--- src/rtl/ram_cmd_arbiter_if.sv ---
// ram_cmd_arbiter_if: requester, RAM and status signals of ram_cmd_arbiter
interface ram_cmd_arbiter_if #(
    parameter int MEM_DEPTH = 256
);
    localparam int ADDR_SIZE = $clog2(MEM_DEPTH);
    localparam int CMD_W     = ADDR_SIZE + 2;

    logic                 req_valid_a;
    logic                 req_valid_b;
    logic [CMD_W-1:0]     req_data_a;
    logic [CMD_W-1:0]     req_data_b;
    logic                 req_ready_a;
    logic                 req_ready_b;
    logic                 rsp_valid_a;
    logic                 rsp_valid_b;
    logic [ADDR_SIZE-1:0] rsp_data;
    logic                 ram_rx_valid;
    logic [CMD_W-1:0]     ram_rx_data;
    logic                 ram_tx_valid;
    logic [ADDR_SIZE-1:0] ram_tx_data;
    logic                 lock_err;
    logic [15:0]          grant_cnt_a;
    logic [15:0]          grant_cnt_b;

    modport slave (
        input  req_valid_a, req_valid_b, req_data_a, req_data_b, ram_tx_valid, ram_tx_data,
        output req_ready_a, req_ready_b, rsp_valid_a, rsp_valid_b, rsp_data,
               ram_rx_valid, ram_rx_data, lock_err, grant_cnt_a, grant_cnt_b
    );

    modport master (
        output req_valid_a, req_valid_b, req_data_a, req_data_b, ram_tx_valid, ram_tx_data,
        input  req_ready_a, req_ready_b, rsp_valid_a, rsp_valid_b, rsp_data,
               ram_rx_valid, ram_rx_data, lock_err, grant_cnt_a, grant_cnt_b
    );
endinterface

--- src/rtl/ram_cmd_arbiter.sv ---
// ram_cmd_arbiter: round-robin two-requester RAM command arbiter with address/data pair locking; ARB_STATS_EN adds saturating grant counters
module ram_cmd_arbiter #(
    parameter int MEM_DEPTH    = 256,
    parameter int LOCK_TIMEOUT = 15
) (
    input  logic              clk,
    input  logic              rst,
    ram_cmd_arbiter_if.slave  bus
);
    localparam int ADDR_SIZE = $clog2(MEM_DEPTH);
    localparam int CMD_W     = ADDR_SIZE + 2;
    localparam int TW        = $clog2(LOCK_TIMEOUT + 1);

    typedef enum logic [1:0] {IDLE, GRANT, LOCKED, WAIT_RD} state_t;

    state_t               r_state, w_next;
    logic                 r_owner;
    logic                 r_last;
    logic [1:0]           r_pend;
    logic [TW-1:0]        r_timer;
    logic                 r_rd_arm;
    logic                 r_rx_valid;
    logic [CMD_W-1:0]     r_rx_data;
    logic                 r_rsp_a, r_rsp_b;
    logic [ADDR_SIZE-1:0] r_rsp_data;
    logic                 r_lock_err;

    logic                 w_ready, w_valid, w_xfer, w_sel, w_grant, w_timeout, w_rd_done;
    logic [CMD_W-1:0]     w_cmd;
    logic [1:0]           w_op;

    assign w_ready   = (r_state == GRANT) || (r_state == LOCKED);
    assign w_valid   = r_owner ? bus.req_valid_b : bus.req_valid_a;
    assign w_cmd     = r_owner ? bus.req_data_b : bus.req_data_a;
    assign w_op      = w_cmd[CMD_W-1 -: 2];
    assign w_xfer    = w_ready && w_valid;
    assign w_sel     = (bus.req_valid_a && bus.req_valid_b) ? !r_last : bus.req_valid_b;
    assign w_grant   = (r_state == IDLE) && (bus.req_valid_a || bus.req_valid_b);
    assign w_timeout = (r_state == LOCKED) && !w_xfer && (r_timer == TW'(LOCK_TIMEOUT - 1));
    assign w_rd_done = (r_state == WAIT_RD) && r_rd_arm && bus.ram_tx_valid;

    assign bus.req_ready_a  = w_ready && !r_owner;
    assign bus.req_ready_b  = w_ready && r_owner;
    assign bus.ram_rx_valid = r_rx_valid;
    assign bus.ram_rx_data  = r_rx_data;
    assign bus.rsp_valid_a  = r_rsp_a;
    assign bus.rsp_valid_b  = r_rsp_b;
    assign bus.rsp_data     = r_rsp_data;
    assign bus.lock_err     = r_lock_err;

    // Next state: a pair-opening opcode locks the owner until the matching second half or a timeout
    always_comb begin
        w_next = r_state;
        case (r_state)
            IDLE:    w_next = w_grant ? GRANT : IDLE;
            GRANT:   if (w_xfer) w_next = (w_op == 2'b11) ? WAIT_RD : (w_op == 2'b01) ? IDLE : LOCKED;
            LOCKED:  if (w_xfer) w_next = (w_op == 2'b01 && r_pend == 2'b00) ? IDLE :
                                          (w_op == 2'b11 && r_pend == 2'b10) ? WAIT_RD : LOCKED;
                     else if (w_timeout) w_next = IDLE;
            WAIT_RD: w_next = w_rd_done ? IDLE : WAIT_RD;
            default: w_next = IDLE;
        endcase
    end

    // State register
    always_ff @(posedge clk or posedge rst) begin
        if (rst) r_state <= IDLE;
        else     r_state <= w_next;
    end

    // Owner and round-robin history, captured when a grant starts; B counts as last so A wins first
    always_ff @(posedge clk or posedge rst) begin
        if (rst) begin
            r_owner <= 1'b0;
            r_last  <= 1'b1;
        end else if (w_grant) begin
            r_owner <= w_sel;
            r_last  <= w_sel;
        end
    end

    // Pending pair opener (00 or 10) of the current owner
    always_ff @(posedge clk or posedge rst) begin
        if (rst)                   r_pend <= 2'b00;
        else if (w_xfer && !w_op[0]) r_pend <= w_op;
    end

    // Lock timer counts idle LOCKED cycles and restarts on any transfer
    always_ff @(posedge clk or posedge rst) begin
        if (rst)                              r_timer <= '0;
        else if (w_xfer || r_state != LOCKED) r_timer <= '0;
        else                                  r_timer <= r_timer + 1'b1;
    end

    // Read return is ignored during the first WAIT_RD cycle so the RAM has seen the command
    always_ff @(posedge clk or posedge rst) begin
        if (rst) r_rd_arm <= 1'b0;
        else     r_rd_arm <= (r_state == WAIT_RD) && !w_rd_done;
    end

    // Registered command forwarding to the RAM
    always_ff @(posedge clk or posedge rst) begin
        if (rst) begin
            r_rx_valid <= 1'b0;
            r_rx_data  <= '0;
        end else begin
            r_rx_valid <= w_xfer;
            if (w_xfer) r_rx_data <= w_cmd;
        end
    end

    // Read response capture and one-cycle pulse towards the owner, plus timeout pulse
    always_ff @(posedge clk or posedge rst) begin
        if (rst) begin
            r_rsp_a    <= 1'b0;
            r_rsp_b    <= 1'b0;
            r_rsp_data <= '0;
            r_lock_err <= 1'b0;
        end else begin
            r_rsp_a    <= w_rd_done && !r_owner;
            r_rsp_b    <= w_rd_done && r_owner;
            r_lock_err <= w_timeout;
            if (w_rd_done) r_rsp_data <= bus.ram_tx_data;
        end
    end

`ifdef ARB_STATS_EN
    logic [15:0] r_cnt_a, r_cnt_b;

    // Saturating per-requester grant counters
    always_ff @(posedge clk or posedge rst) begin
        if (rst) begin
            r_cnt_a <= '0;
            r_cnt_b <= '0;
        end else if (w_grant) begin
            if (!w_sel && r_cnt_a != 16'hFFFF) r_cnt_a <= r_cnt_a + 16'd1;
            if (w_sel && r_cnt_b != 16'hFFFF)  r_cnt_b <= r_cnt_b + 16'd1;
        end
    end

    assign bus.grant_cnt_a = r_cnt_a;
    assign bus.grant_cnt_b = r_cnt_b;
`else
    assign bus.grant_cnt_a = '0;
    assign bus.grant_cnt_b = '0;
`endif
endmodule
--- src/flat_wrapper.sv ---
// flat-port wrapper written by rule: the top's interface ports become plain ports
module ram_cmd_arbiter_flat 
#(
    parameter int MEM_DEPTH    = 256,
    parameter int LOCK_TIMEOUT = 15
)
  (clk, rst, bus_req_valid_a, bus_req_valid_b, bus_req_data_a, bus_req_data_b, bus_ram_tx_valid, bus_ram_tx_data, bus_req_ready_a, bus_req_ready_b, bus_rsp_valid_a, bus_rsp_valid_b, bus_rsp_data, bus_ram_rx_valid, bus_ram_rx_data, bus_lock_err, bus_grant_cnt_a, bus_grant_cnt_b);
  ram_cmd_arbiter_if #(.MEM_DEPTH(MEM_DEPTH)) bus_i ();
  input  logic clk;
  input  logic rst;
  input wire logic [$bits(bus_i.req_valid_a)-1:0] bus_req_valid_a;
  input wire logic [$bits(bus_i.req_valid_b)-1:0] bus_req_valid_b;
  input wire logic [$bits(bus_i.req_data_a)-1:0] bus_req_data_a;
  input wire logic [$bits(bus_i.req_data_b)-1:0] bus_req_data_b;
  input wire logic [$bits(bus_i.ram_tx_valid)-1:0] bus_ram_tx_valid;
  input wire logic [$bits(bus_i.ram_tx_data)-1:0] bus_ram_tx_data;
  output wire logic [$bits(bus_i.req_ready_a)-1:0] bus_req_ready_a;
  output wire logic [$bits(bus_i.req_ready_b)-1:0] bus_req_ready_b;
  output wire logic [$bits(bus_i.rsp_valid_a)-1:0] bus_rsp_valid_a;
  output wire logic [$bits(bus_i.rsp_valid_b)-1:0] bus_rsp_valid_b;
  output wire logic [$bits(bus_i.rsp_data)-1:0] bus_rsp_data;
  output wire logic [$bits(bus_i.ram_rx_valid)-1:0] bus_ram_rx_valid;
  output wire logic [$bits(bus_i.ram_rx_data)-1:0] bus_ram_rx_data;
  output wire logic [$bits(bus_i.lock_err)-1:0] bus_lock_err;
  output wire logic [$bits(bus_i.grant_cnt_a)-1:0] bus_grant_cnt_a;
  output wire logic [$bits(bus_i.grant_cnt_b)-1:0] bus_grant_cnt_b;
  assign bus_i.req_valid_a = bus_req_valid_a;
  assign bus_i.req_valid_b = bus_req_valid_b;
  assign bus_i.req_data_a = bus_req_data_a;
  assign bus_i.req_data_b = bus_req_data_b;
  assign bus_i.ram_tx_valid = bus_ram_tx_valid;
  assign bus_i.ram_tx_data = bus_ram_tx_data;
  assign bus_req_ready_a = bus_i.req_ready_a;
  assign bus_req_ready_b = bus_i.req_ready_b;
  assign bus_rsp_valid_a = bus_i.rsp_valid_a;
  assign bus_rsp_valid_b = bus_i.rsp_valid_b;
  assign bus_rsp_data = bus_i.rsp_data;
  assign bus_ram_rx_valid = bus_i.ram_rx_valid;
  assign bus_ram_rx_data = bus_i.ram_rx_data;
  assign bus_lock_err = bus_i.lock_err;
  assign bus_grant_cnt_a = bus_i.grant_cnt_a;
  assign bus_grant_cnt_b = bus_i.grant_cnt_b;
  ram_cmd_arbiter #(.MEM_DEPTH(MEM_DEPTH), .LOCK_TIMEOUT(LOCK_TIMEOUT)) u_core (.clk(clk), .rst(rst), .bus(bus_i));
endmodule
--- config.mk ---
export PLATFORM = sky130hd
export DESIGN_NAME = ram_cmd_arbiter_flat
export DESIGN_NICKNAME = d
export VERILOG_FILES = /design/src/rtl/ram_cmd_arbiter_if.sv /design/src/rtl/ram_cmd_arbiter.sv /design/src/flat_wrapper.sv
export SDC_FILE = /design/constraint.sdc
export NUM_CORES = 1
export LEC_CHECK = 0
export CORE_ASPECT_RATIO = 0.5
export CORE_MARGIN = 5
export CORE_UTILIZATION = 43
export CTS_CLUSTER_SIZE = 16
export DETAILED_ROUTE_END_ITERATION = 8
export GPL_ROUTABILITY_DRIVEN = 1
export PLACE_DENSITY = 0.88
export REMOVE_ABC_BUFFERS = 1
export SETUP_SLACK_MARGIN = 0.5
export SLEW_MARGIN = 20
export SYNTH_ARGS = -nofsm -noshare
export SYNTH_HDL_FRONTEND = slang
export SYNTH_SLANG_ARGS = --single-unit
export TNS_END_PERCENT = 50
--- constraint.sdc ---
create_clock -name clk -period 4.1 [get_ports clk]
set_input_delay 1.23 -clock clk [delete_from_list [all_inputs] [get_ports clk]]
set_output_delay 1.23 -clock clk [all_outputs]
set_load 0.01 [all_outputs]
---- Yosys cells after proc, flatten, opt, wreduce, memory -nomap -nowiden ----
Cells that the tools add are included.
operators by class
  mux-type cells .......................... 14
  div/mod/pow operators ................... 0
  reductions and logical operators ........ 26
  shift operators ......................... 0
  $mul .................................... 0
  bitwise operators ....................... 0
  $add $sub $neg .......................... 1
  order comparisons ....................... 0
  equality and inequality tests ........... 10
operator list
  operator                                                               number
  1-bit logical AND                                                      15
  2-bit 2-to-1 mux                                                       7
  10-bit 2-to-1 mux                                                      1
  2-bit equality test, second input constant                             4
  2-bit one-hot mux with 4 select lines                                  1
  1-bit logical NOT                                                      5
  4-bit by 1-bit adder with 4-bit output, second input constant          1
  2-bit by 1-bit equality test with 1-bit output, second input constant  2
  4-bit equality test, second input constant                             1
  2-bit logical NOT                                                      2
  1-bit 2-to-1 mux                                                       4
  4-bit 2-to-1 mux                                                       1
  1-bit logical OR                                                       3
  3-bit by 1-bit != test with 1-bit output, second input constant        1
  2-bit by 1-bit != test with 1-bit output, second input constant        1
  2-bit != test, second input constant                                   1
  2-bit AND reduction                                                    1
word-level totals
  register bits ........................... 33
  ROM bits ................................ 0
  memories ................................ 0
  word-level logic and storage cells ...... 63
  input bits .............................. 33
  bits in writable memories ............... 0
  bits in latches ......................... 0
  output and inout port bits .............. 56

---- Logic depth before layout (Yosys ltp) ----
  word-level depth ........................ 9
  gate-level depth with buffers ........... 7
  mapped depth without buffers ............ 6

---- Least setup slack after synthesis ----
OpenSTA, ideal clock, no wires.
  path type ............................... register to output
  start point ............................. register u_core.r_state[0]
  end point ............................... output bus_req_ready_a
  path buffers ............................ 0
  required time ........................... 2.870 ns
  cell stages (with the launch flop) ...... 4
  data arrival time ....................... 1.048 ns
  slack ................................... 1.822 ns
  cells stage by stage .................... dfrtp_1 -> inv_1 -> ha_1 -> nor2b_1
on the way
  longest elaborated chain between the ends .. 3
  elaborated cells on any way between the ends .. 4
  classes of those cells .................. eq/ne (2); reduce/logical (2)
ends and longest elaborated chain
  item                                                                                   RTL line               RTL
  start, declared                                                                        ram_cmd_arbiter.sv:16  state_t r_state, w_next;
  start signal, assigned                                                                 ram_cmd_arbiter.sv:68  else r_state <= w_next;
  2-bit by 1-bit equality test with 1-bit output or 2-bit equality test (tied branches)  ram_cmd_arbiter.sv:32  assign w_ready = (r_state == GRANT) || (r_state == LOCKED);
  1-bit logical OR *                                                                     ram_cmd_arbiter.sv:32
  1-bit logical AND *                                                                    ram_cmd_arbiter.sv:42  assign bus.req_ready_a = w_ready && !r_owner;
  end, declared                                                                          flat_wrapper.sv:17     output wire logic [$bits(bus_i.req_ready_a)-1:0] bus_req_ready_a;
Every way passes the cells marked *; elsewhere a longest branch is shown, timed or not.

---- Worst setup path after layout ----
  start point ............................. register u_core.r_owner
  end point ............................... output bus_req_ready_b
on the way
  longest elaborated chain between the ends .. 1
ends and longest elaborated chain
  item                    RTL line               RTL
  start, declared         ram_cmd_arbiter.sv:17  logic r_owner;
  start signal, assigned  ram_cmd_arbiter.sv:77  r_owner <= w_sel;
  1-bit logical AND       ram_cmd_arbiter.sv:43  assign bus.req_ready_b = w_ready && r_owner;
  end, declared           flat_wrapper.sv:18     output wire logic [$bits(bus_i.req_ready_b)-1:0] bus_req_ready_b;
No other way between the ends.

==> flow_metrics.py <==
metrics = {
    "cells_and_area": {
        "area_growth_pct": 34.02,
        "multi_input_area_um2": 757.0,
        "regArea_um2": 827.0,
        "diodes": 0,
        "final_cell_area_um2": 2366,
        "final_nets": 263,
        "fillers": 317,
        "drive_above_1_share_pct": 8.444,
    },
    "synth": {
        "syn_inst": 165,
        "ys.flop_type": "dfrtp_1",
        "ys_top_cells_by_area": "dfrtp_1 (45%), buf_4 (14%), mux2i_1 (6.2%), mux2_2 (5.1%), ha_1 (4.3%)",
        "synth-edff-count": 0,
        "syn_area_um2": 1765,
        "ys_warn_count": 0,
        "synth_top_area_cell": "dfrtp_1",
        "async_flop_share_pct": 100.0,
        "netlist.area_leader.share_pct": 45.36,
        "syn_avg_cell_area_um2": 10.70,
        "ys_seq_area_share_pct": 46.85,
        "ys_types": 33,
        "yosys_register_bits": 33,
    },
    "sta": {
        "setup_violations": 0,
        "finalHoldViolations": 0,
        "tns_ns": 0,
        "slew_violations": 0,
        "max_freq_ghz": 0.3169,
        "period_share_pct": 76.97,
        "min_period_ns": 3.156,
        "skew_ns": 0.006997,
        "slew_headroom_pct": 44.76,
        "rsz0062_at_grt": "no",
        "worst_pin_slew_ns": 0.8286,
    },
    "setup_path": {
        "crit_path_start": "u_core.r_owner",
        "required_ns": 2.87,
        "rr_startpoint": "u_core.r_owner",
        "worstPathArrival_ns": 1.93,
        "rrSetupSlack_ns": 1.75,
        "crit_path_start_kind": "flip-flop",
        "reg2reg_to": "u_core.r_pend[1]",
        "cp-end-kind": "output port",
        "worstSetupPathType": "reg -> out",
        "path_max_fanout": 18,
        "rr_worst_depth": 5,
    },
    "detailed_routing": {
        "wirelength_um": 3817,
        "viasPerCell": 4.656,
        "vias": 1299,
        "drtAntennaViolNets": 0,
        "wire_per_inst_um": 13.68,
        "drtPass1Iterations": 4,
        "drc": 0,
        "drt-initial-drc-count": 60,
    },
    "global_routing": {
        "antenna_found_initial": 0,
        "grt_remaining_overflow": 0,
        "met1_usage_pct": 14.78,
        "met2_usage_pct": 25.26,
        "gr-usage-all-layers_pct": 13.61,
        "busiest_layer": "met2",
        "grt_pass1_vias": 1274,
        "grt_max_degree": 34,
        "grt_util_met3_pct": 3.266,
        "grt_pass1_wl_um": 5968,
    },
    "floorplan": {
        "io_pins": 89,
        "start_util_pct": 44.99,
        "core_area_um2": 3924,
        "rows": 16,
        "die_y_um": 55.31,
        "die_x_um": 100.6,
        "dieArea_um2": 5565,
    },
    "pwr": {
        "power.leakage_uw": 0.001127,
        "total_power_uw": 1498,
        "max-vdd-ir-drop_mv": 0.2385,
        "power_density_nw_per_um2": 633.3,
    },
    "run_status": {
        "run_status": "complete, no violations",
    },
    "placement": {
        "hpwl_um": 2996,
        "numPortBuffers": 56,
        "dpl_cell_area_um2": 2250,
        "gp_congestion": 0.7038,
    },
    "clock_network": {
        "post_cts_resized": 0,
        "clk_latency_ns": 0.28,
        "cts.sinks": 33,
        "ctsHoldBuffers": 0,
        "htree_num_levels": 2,
        "numCtsBuffers": 5,
        "cts_setup_buffers": 0,
        "cts_tree": "yes",
        "max-clock-path-buffers": 2,
        "path_clk_slew_ns": 0.07,
        "cts-root-buf": "clkbuf_8",
    },
    "worst_hold_path": {
        "holdCritPathClass": "reg -> reg",
        "hold_end": "u_core.r_timer[0]",
        "hold_depth": 1,
        "min_from": "u_core.r_timer[0]",
    },
    "job": {
        "drv_cap": 0,
    },
}
==> cells in the final DEF (no fill, tap or decap), types with 2 or more instances in the layout <==
cell type        Yosys  layout
dfrtp_1             32      32
o21ai_0             10      10
inv_1                8       8
and2_1               2       2
nand3_1              3       3
nor2b_1              2       2
a31oi_1              2       2
nor2_1              10      10
clkdlybuf4s50_1      0      56
ha_1                 6       6
clkbuf_8             0       6
mux2_2               8       8
and4b_1              2       2
nand2_1             14      14
conb_1               1      32
a21oi_1              4       4
mux2i_1             11      11
==> layout make-up <==
type | count | area share, %
sequential | 33 | 34.96
clock buffer | 7 | 3.649
tap | 54 | 2.856
clock inverter | 1 | 1.269
inverter | 8 | 1.269
timing repair buffer | 57 | 24.01
multi-input combinational | 119 | 31.99
==> routing by layer <==
metal | wire (µm) | share of wire, % | up-vias
li1 | - | - | 611
met1 | 1471 | 39 | 614
met2 | 1954 | 51 | 65
met3 | 311 | 8.1 | 9
met4 | 80 | 2.1 | 0
met5 | 0 | 0 | -
==> synth_stat cells (2+ instances only) <==
library cell and number:
inv_1 8, mux2_2 8, a21oi_1 4, buf_4 33, and4b_1 2, mux2i_1 11, o21ai_0 10, and2_1 2
dfrtp_1 32, nor2b_1 2, nor2_1 10, nand3_1 3, nand2_1 14, a31oi_1 2, ha_1 6
==> power by group <==
part           internal [µW]  switching (µW)
Sequential               438            98.0
Clock                    198             110
Combinational            342             313
Total                    978             521
==> per-stage QoR <==
stage	hold slack, ns	cells	util [%]	setup WS (ns)
5_1_grt	0.5029	279	60.30	0.8476
3_3_place_gp	0.4650	271	57.33	1.104
6_report	0.4835	279	60.30	0.9443
4_1_cts	0.4839	279	60.30	0.9322
2_1_floorplan	0.4536	160	-	1.750
3_5_place_dp	0.4749	271	57.33	0.9630
==> how the worst max path moves through the flow <==
stage | to | depth (start not counted)
global route | bus_req_ready_b | 2
detailed placement | u_core.r_pend[1] | 6
floorplan | u_core.r_pend[1] | 5
global placement | u_core.r_pend[1] | 6
CTS | bus_req_ready_b | 2
finish | bus_req_ready_b | 2
==> critical path, cell delays in order, from the launching register on <==
cell,delay [ns]
dfrtp_1,0.88
and2_1,0.23
clkdlybuf4s50_1,0.54
==> sequential cells by signal, indices dropped and copies added (netlist names) <==
name,count
u_core.bus.ram_rx_data,10
u_core.bus.rsp_data,8
u_core.r_timer,4
u_core.r_pend,2
u_core.r_state,2
u_core.bus.lock_err,1
u_core.bus.ram_rx_valid,1
u_core.bus.rsp_valid_a,1
u_core.bus.rsp_valid_b,1
u_core.r_last,1
u_core.r_owner,1
u_core.r_rd_arm,1
==> cells by family after synthesis <==
kind of cell               after synthesis  share of synthesized area [%]
buffers and inverters                   44                          16.87
and+or+nand+nor                         34                          8.930
muxes                                   20                          12.19
other                                    1                         0.2124
xor gates and xnor gates                 2                         0.9924
AOI/OAI and AO/OA                       25                          9.710
adders and majority gates                6                          4.252
DFF                                     33                          46.85
Power figures use the tool's default switching activity.
